**config.mk**
```make
export PLATFORM = sky130hd
export DESIGN_NAME = bev_vend_machine
export DESIGN_NICKNAME = d
export VERILOG_FILES = /design/src/rtl/bev_vend_pkg.sv /design/src/rtl/bev_pulse_timer.sv /design/src/rtl/bev_vend_machine.sv
export SDC_FILE = /design/constraint.sdc
export NUM_CORES = 1
export LEC_CHECK = 0
export BUFFER_PORTS_ARGS = -buffer_cell sky130_fd_sc_hd__clkbuf_2
export CORE_ASPECT_RATIO = 0.5
export CORE_MARGIN = 2
export CORE_UTILIZATION = 62
export DETAILED_ROUTE_END_ITERATION = 8
export PLACE_DENSITY_LB_ADDON = 0.1
export SYNTH_ARGS = -nofsm -noshare
export SYNTH_HDL_FRONTEND = slang
export SYNTH_SLANG_ARGS = --single-unit
```
**constraint.sdc**
```tcl
create_clock -name clk -period 8.1 [get_ports clk]
set_input_delay 1.215 -clock clk [delete_from_list [all_inputs] [get_ports clk]]
set_output_delay 1.215 -clock clk [all_outputs]
set_load 0.005 [all_outputs]
```
**src/rtl/bev_vend_pkg.sv**
```systemverilog
// Shared types and default configuration for the beverage vending machine.
package bev_vend_pkg;

  typedef enum logic [1:0] {
    S_IDLE     = 2'd0,
    S_CREDIT   = 2'd1,
    S_DISPENSE = 2'd2,
    S_REFUND   = 2'd3
  } vend_state_e;

  // Product i price lives in bits [4*i +: 4]: product 0 costs 1, product 3 costs 4.
  localparam logic [15:0] DEF_PRICES   = {4'd4, 4'd3, 4'd2, 4'd1};
  localparam int          DEF_DISP_CYC = 4;

endpackage

```
**src/rtl/bev_pulse_timer.sv**
```systemverilog
// Loadable down-counter; done_o is high whenever the count has reached zero.
module bev_pulse_timer #(
  parameter int W = 4
) (
  input  logic         clk,
  input  logic         rst,
  input  logic         load_i,
  input  logic [W-1:0] load_val_i,
  input  logic         en_i,
  output logic         done_o
);

  logic [W-1:0] cnt_q, cnt_d;

  always_comb begin
    cnt_d = cnt_q;
    if (load_i)
      cnt_d = load_val_i;
    else if (en_i && (cnt_q != '0))
      cnt_d = cnt_q - 1'b1;
  end

  always_ff @(posedge clk) begin
    if (rst) cnt_q <= '0;
    else     cnt_q <= cnt_d;
  end

  assign done_o = (cnt_q == '0);

endmodule

```
**src/rtl/bev_vend_machine.sv**
```systemverilog
// Coin-operated vending controller: credit accumulation, product dispense,
// refund on cancel or inactivity. All outputs come straight from registers.
module bev_vend_machine
  import bev_vend_pkg::*;
#(
  parameter int NUM_PROD    = 4,
  parameter int CREDIT_W    = 4,
  parameter logic [NUM_PROD*CREDIT_W-1:0] PRICES = DEF_PRICES,
  parameter int DISP_CYC    = DEF_DISP_CYC,
  parameter int TIMEOUT_CYC = 64,
  localparam int SEL_W      = $clog2(NUM_PROD)
) (
  input  logic                clk,
  input  logic                rst,
  input  logic                coin,
  input  logic [SEL_W-1:0]    user_in,
  input  logic                sel_valid,
  input  logic                cancel,
  output logic [NUM_PROD-1:0] dispense,
  output logic                coin_ret,
  output logic                coin_reject,
  output logic                sel_err,
  output logic [CREDIT_W-1:0] credit,
  output logic                busy
);

  localparam logic [CREDIT_W-1:0] MAX_CREDIT = '1;
  localparam int DW = $clog2(DISP_CYC + 1);
  localparam int TW = $clog2(TIMEOUT_CYC + 1);
  // Timers count down to zero, so a load of N-1 gives an N-cycle window.
  localparam logic [DW-1:0] DISP_LOAD = DW'(DISP_CYC - 1);
  localparam logic [TW-1:0] TO_LOAD   = TW'(TIMEOUT_CYC - 1);

  vend_state_e         state_q, state_d;
  logic [CREDIT_W-1:0] credit_q, credit_d;
  logic [NUM_PROD-1:0] disp_q, disp_d;
  logic                ret_q, ret_d;
  logic                rej_q, rej_d;
  logic                err_q, err_d;
  logic                busy_q, busy_d;
  logic                disp_load, disp_done;
  logic                to_load, to_done;
  logic                coin_acc, sel_ok;
  logic [CREDIT_W-1:0] price;
  logic [CREDIT_W-1:0] coin_add;

  function automatic logic [CREDIT_W-1:0] price_of(input logic [SEL_W-1:0] s);
    price_of = '0;
    for (int i = 0; i < NUM_PROD; i++)
      if (int'(s) == i) price_of = PRICES[i*CREDIT_W +: CREDIT_W];
  endfunction

  assign price    = price_of(user_in);
  assign coin_acc = coin && (credit_q != MAX_CREDIT);
  assign coin_add = CREDIT_W'(coin_acc);
  // Affordability is judged on the registered credit, before any same-cycle coin.
  assign sel_ok   = (int'(user_in) < NUM_PROD) && (credit_q >= price);

  always_comb begin
    state_d   = state_q;
    credit_d  = credit_q;
    disp_d    = '0;
    rej_d     = 1'b0;
    err_d     = 1'b0;
    disp_load = 1'b0;
    to_load   = 1'b0;
    unique case (state_q)
      S_IDLE: begin
        err_d = sel_valid;
        if (coin) begin
          credit_d = CREDIT_W'(1);
          state_d  = S_CREDIT;
          to_load  = 1'b1;
        end
      end
      S_CREDIT: begin
        to_load = coin || sel_valid || cancel;
        rej_d   = coin && !coin_acc;
        if (cancel) begin
          credit_d = credit_q + coin_add;
          state_d  = S_REFUND;
        end else if (sel_valid && sel_ok) begin
          credit_d  = credit_q - price + coin_add;
          disp_d    = NUM_PROD'(1) << user_in;
          disp_load = 1'b1;
          state_d   = S_DISPENSE;
        end else begin
          err_d    = sel_valid;
          credit_d = credit_q + coin_add;
          if (!coin && !sel_valid && to_done) state_d = S_REFUND;
        end
      end
      S_DISPENSE: begin
        rej_d = coin;
        err_d = sel_valid;
        if (disp_done) state_d = (credit_q != '0) ? S_REFUND : S_IDLE;
        else           disp_d  = disp_q;
      end
      S_REFUND: begin
        rej_d = coin;
        err_d = sel_valid;
        if (credit_q != '0) credit_d = credit_q - 1'b1;
        if (credit_q <= CREDIT_W'(1)) state_d = S_IDLE;
      end
      default: state_d = S_IDLE;
    endcase
    // A return pulse is shown alongside the coin it returns, so credit is never 0 then.
    ret_d  = (state_d == S_REFUND) && (credit_d != '0);
    busy_d = (state_d == S_DISPENSE) || (state_d == S_REFUND);
  end

  always_ff @(posedge clk) begin
    if (rst) begin
      state_q  <= S_IDLE;
      credit_q <= '0;
      disp_q   <= '0;
      ret_q    <= 1'b0;
      rej_q    <= 1'b0;
      err_q    <= 1'b0;
      busy_q   <= 1'b0;
    end else begin
      state_q  <= state_d;
      credit_q <= credit_d;
      disp_q   <= disp_d;
      ret_q    <= ret_d;
      rej_q    <= rej_d;
      err_q    <= err_d;
      busy_q   <= busy_d;
    end
  end

  bev_pulse_timer #(.W(DW)) u_disp_tmr (
    .clk        (clk),
    .rst        (rst),
    .load_i     (disp_load),
    .load_val_i (DISP_LOAD),
    .en_i       (state_q == S_DISPENSE),
    .done_o     (disp_done)
  );

  bev_pulse_timer #(.W(TW)) u_to_tmr (
    .clk        (clk),
    .rst        (rst),
    .load_i     (to_load),
    .load_val_i (TO_LOAD),
    .en_i       (state_q == S_CREDIT),
    .done_o     (to_done)
  );

  assign dispense    = disp_q;
  assign coin_ret    = ret_q;
  assign coin_reject = rej_q;
  assign sel_err     = err_q;
  assign credit      = credit_q;
  assign busy        = busy_q;

endmodule

```
==> flow_summary.ini <==
[detailed_routing]
viasPerCell = 5.60
drt-met1-wl_um = 1650
dr.max_layer_used = met4
first_iter_violations = 63
wl_um = 3290
remaining_drc_errors = 0
wl_met2_um = 1470
wire_per_inst_um = 13.6
route.met3.wl_um = 158
dr.pass1.iters = 4
num_vias = 1356
ant_nets = 0

[setup_path]
required_ns = 8.27
path_class = primary input to register
worstPathCellList = clkbuf_2 -> inv_1 -> ha_1 -> inv_1 -> ha_1 -> ha_1 -> a21o_1 -> a21oi_1 -> xor2_1 -> nor3_2 -> o311a_1 -> a311oi_2
crit_family = adder cells
r2r_start = credit[1]
end_kind = register
critPathMostFrequentCell = ha_1
crit_path_start_kind = primary input
cpMaxStageDelayCell = o311a_1
arrival_ns = 3.56
cp_max_fo = 3
slowest_delay_ns = 0.34
cp-startpoint = user_in[0]
path_buf_inv = 3

[outcome]
status = finished clean

[final_layout]
area_growth_pct = 9.26
fillers = 231
final_common_cell = dfxtp_1
regArea_um2 = 480
final_cell_area_mm2 = 0.00180
diodes = 0
layout.nets = 237
multi_input_area_mm2 = 0.00107
final_cell_mix = dfxtp_1, ha_1, nor2_1
instances_no_fill = 242
drive_gt1_frac = 0.151
fin_util = 0.705

[synth]
synth_nets = 220
syn_avg_cell_area_um2 = 8.67
async_flop_share = 0
syn-cell-area_mm2 = 0.00165
ys_warn_count = 0
ys.flop_type = dfxtp_1
synth_edf_count = 0
synth_cells = 190
seq_area_frac_synth = 0.292
ys_seq_elements = 24
synth_cell_type_count = 47

[floorplanning]
fp.dieH_um = 40.5
ios = 19
die_x_um = 76.9
placeableCoreArea_mm2 = 0.00255
rows = 13
die_area_mm2 = 0.00311
initial_core_util = 0.645

[pwr]
total_power_mw = 0.321
p_per_area_mw_per_mm2 = 179
p_leak_nw = 0.810
vdd.ir_drop.worst_v = 0.000105

[cts]
clock-sinks = 24
clk_path_buf_depth = 2
cts-resized-gates = 0
clk_pin_slew_ns = 0.08
hold_buffers = 0
cts_made_buffers = 3
htreeDepth = 1
post_cts_buffers = 0
insertion_delay_ns = 0.26
cts_tree = yes
cts-root-buf = clkbuf_8

[grt]
grt_usage = 0.225
grt_max_degree = 24
grt_pass1_wl_um = 5240
grt_pass1_vias = 1157
grt-ovfl-total = 0
antenna_found_initial = 0

[placement]
post_dp_cell_area_mm2 = 0.00176
dp_hpwl_um = 2580
dp_cells = 239
portBuffers = 18
gp_congestion = 0.829

[timing]
max_freq_ghz = 0.295
fin_skew_ns = 0.00521
drv_slew = 0
setup_tns_ns = 0
fin_crit_ns = 3.39
fin_crit_sh = 0.418
rsz0062_at_grt = false
hold_viol = 0
tightest_slew_ns = 0.523
setup_viol = 0
relSlewSlack = 0.651

[hold_path]
hold_path_class = register to register
hold_start = u_to_tmr.cnt_q[6]

[run]
drv_cap = 0
[metrics by stage]
step,setup slack [ns],hold slack [ns]
6_report,4.71,0.513
5_1_grt,4.57,0.519
4_1_cts,4.71,0.510
3_5_place_dp,4.45,0.500
3_3_place_gp,4.52,0.488
2_1_floorplan,4.71,0.475
[where the power goes]
part	switching (mW)	internal (mW)
sequential	0.0146	0.128
combinational	0.0616	0.0505
clock	0.0334	0.0332
total	0.110	0.212
[cells in the mapped netlist, drive strengths merged, types with 2 or more instances]
cell type / instances / area share
a21o: 4 / 0.023
a21oi: 19 / 0.058
a22oi: 5 / 0.023
a311oi: 2 / 0.014
buf: 2 / 0.0061
clkbuf: 4 / 0.0091
dfxtp: 24 / 0.29
ha: 22 / 0.17
inv: 20 / 0.046
mux2: 2 / 0.014
mux2i: 2 / 0.012
nand2: 6 / 0.014
nand2b: 2 / 0.0076
nand3: 2 / 0.0061
nor2: 20 / 0.046
nor2b: 6 / 0.023
nor3: 6 / 0.021
nor3b: 4 / 0.021
nor4: 2 / 0.0076
o211ai: 4 / 0.021
o21ai: 5 / 0.015
xnor2: 8 / 0.043
xor2: 2 / 0.011
[worst reg2reg max path: stages, from the launching register on]
cell and delay [ns]:
dfxtp_1 0.53, ha_1 0.24, nand3_1 0.08, and2_1 0.21, inv_1 0.06, ha_1 0.14, inv_1 0.06, ha_1 0.28
a21o_1 0.16, a21oi_1 0.16, xor2_1 0.24, nor3_2 0.06, o311a_1 0.34, a311oi_2 0.25
[sequential cells by signal, summed over array words and instances, names as in the netlist]
signal and cells:
coin_ret 1, sel_err 1, u_disp_tmr.cnt_q 3, dispense 4, coin_reject 1, credit 4
busy 1, state_q 2, u_to_tmr.cnt_q 7
[routing by layer]
| metal | vias to the layer above | GRT usage |
|---|---|---|
| li1 | 699 | - |
| met1 | 629 | 0.290 |
| met2 | 26 | 0.401 |
| met3 | 2 | 0.0563 |
| met4 | 0 | 0.0409 |
| met5 | - | 0 |
[area by class of cell]
| class | count | share of cell area |
|---|---|---|
| Multi-Input combinational cell | 140 | 0.593 |
| Sequential cell | 24 | 0.267 |
| Timing Repair Buffer | 18 | 0.0500 |
| Inverter | 20 | 0.0417 |
| Tap cell | 37 | 0.0257 |
| Clock buffer | 3 | 0.0229 |
[logic make-up after synthesis]
| logic type | count (synthesis) | share of synthesized area |
|---|---|---|
| xor+xnor | 10 | 0.0532 |
| mux | 4 | 0.0258 |
| fa+ha+maj | 23 | 0.179 |
| simple gates | 55 | 0.189 |
| flops | 24 | 0.292 |
| buf+inv | 26 | 0.0607 |
| compound gates | 48 | 0.200 |
[final timing paths]
kind / endpoint / slack [ns] / depth (start not counted)
worst min-delay path: u_to_tmr.cnt_q[6] / 0.51 / 1
worst max register to register: coin_ret / 5.23 / 13
worst max-delay path: coin_ret / 4.71 / 12
worst min register to register: u_to_tmr.cnt_q[6] / 0.51 / 1
Note: power is estimated with default switching activity, not from simulation.
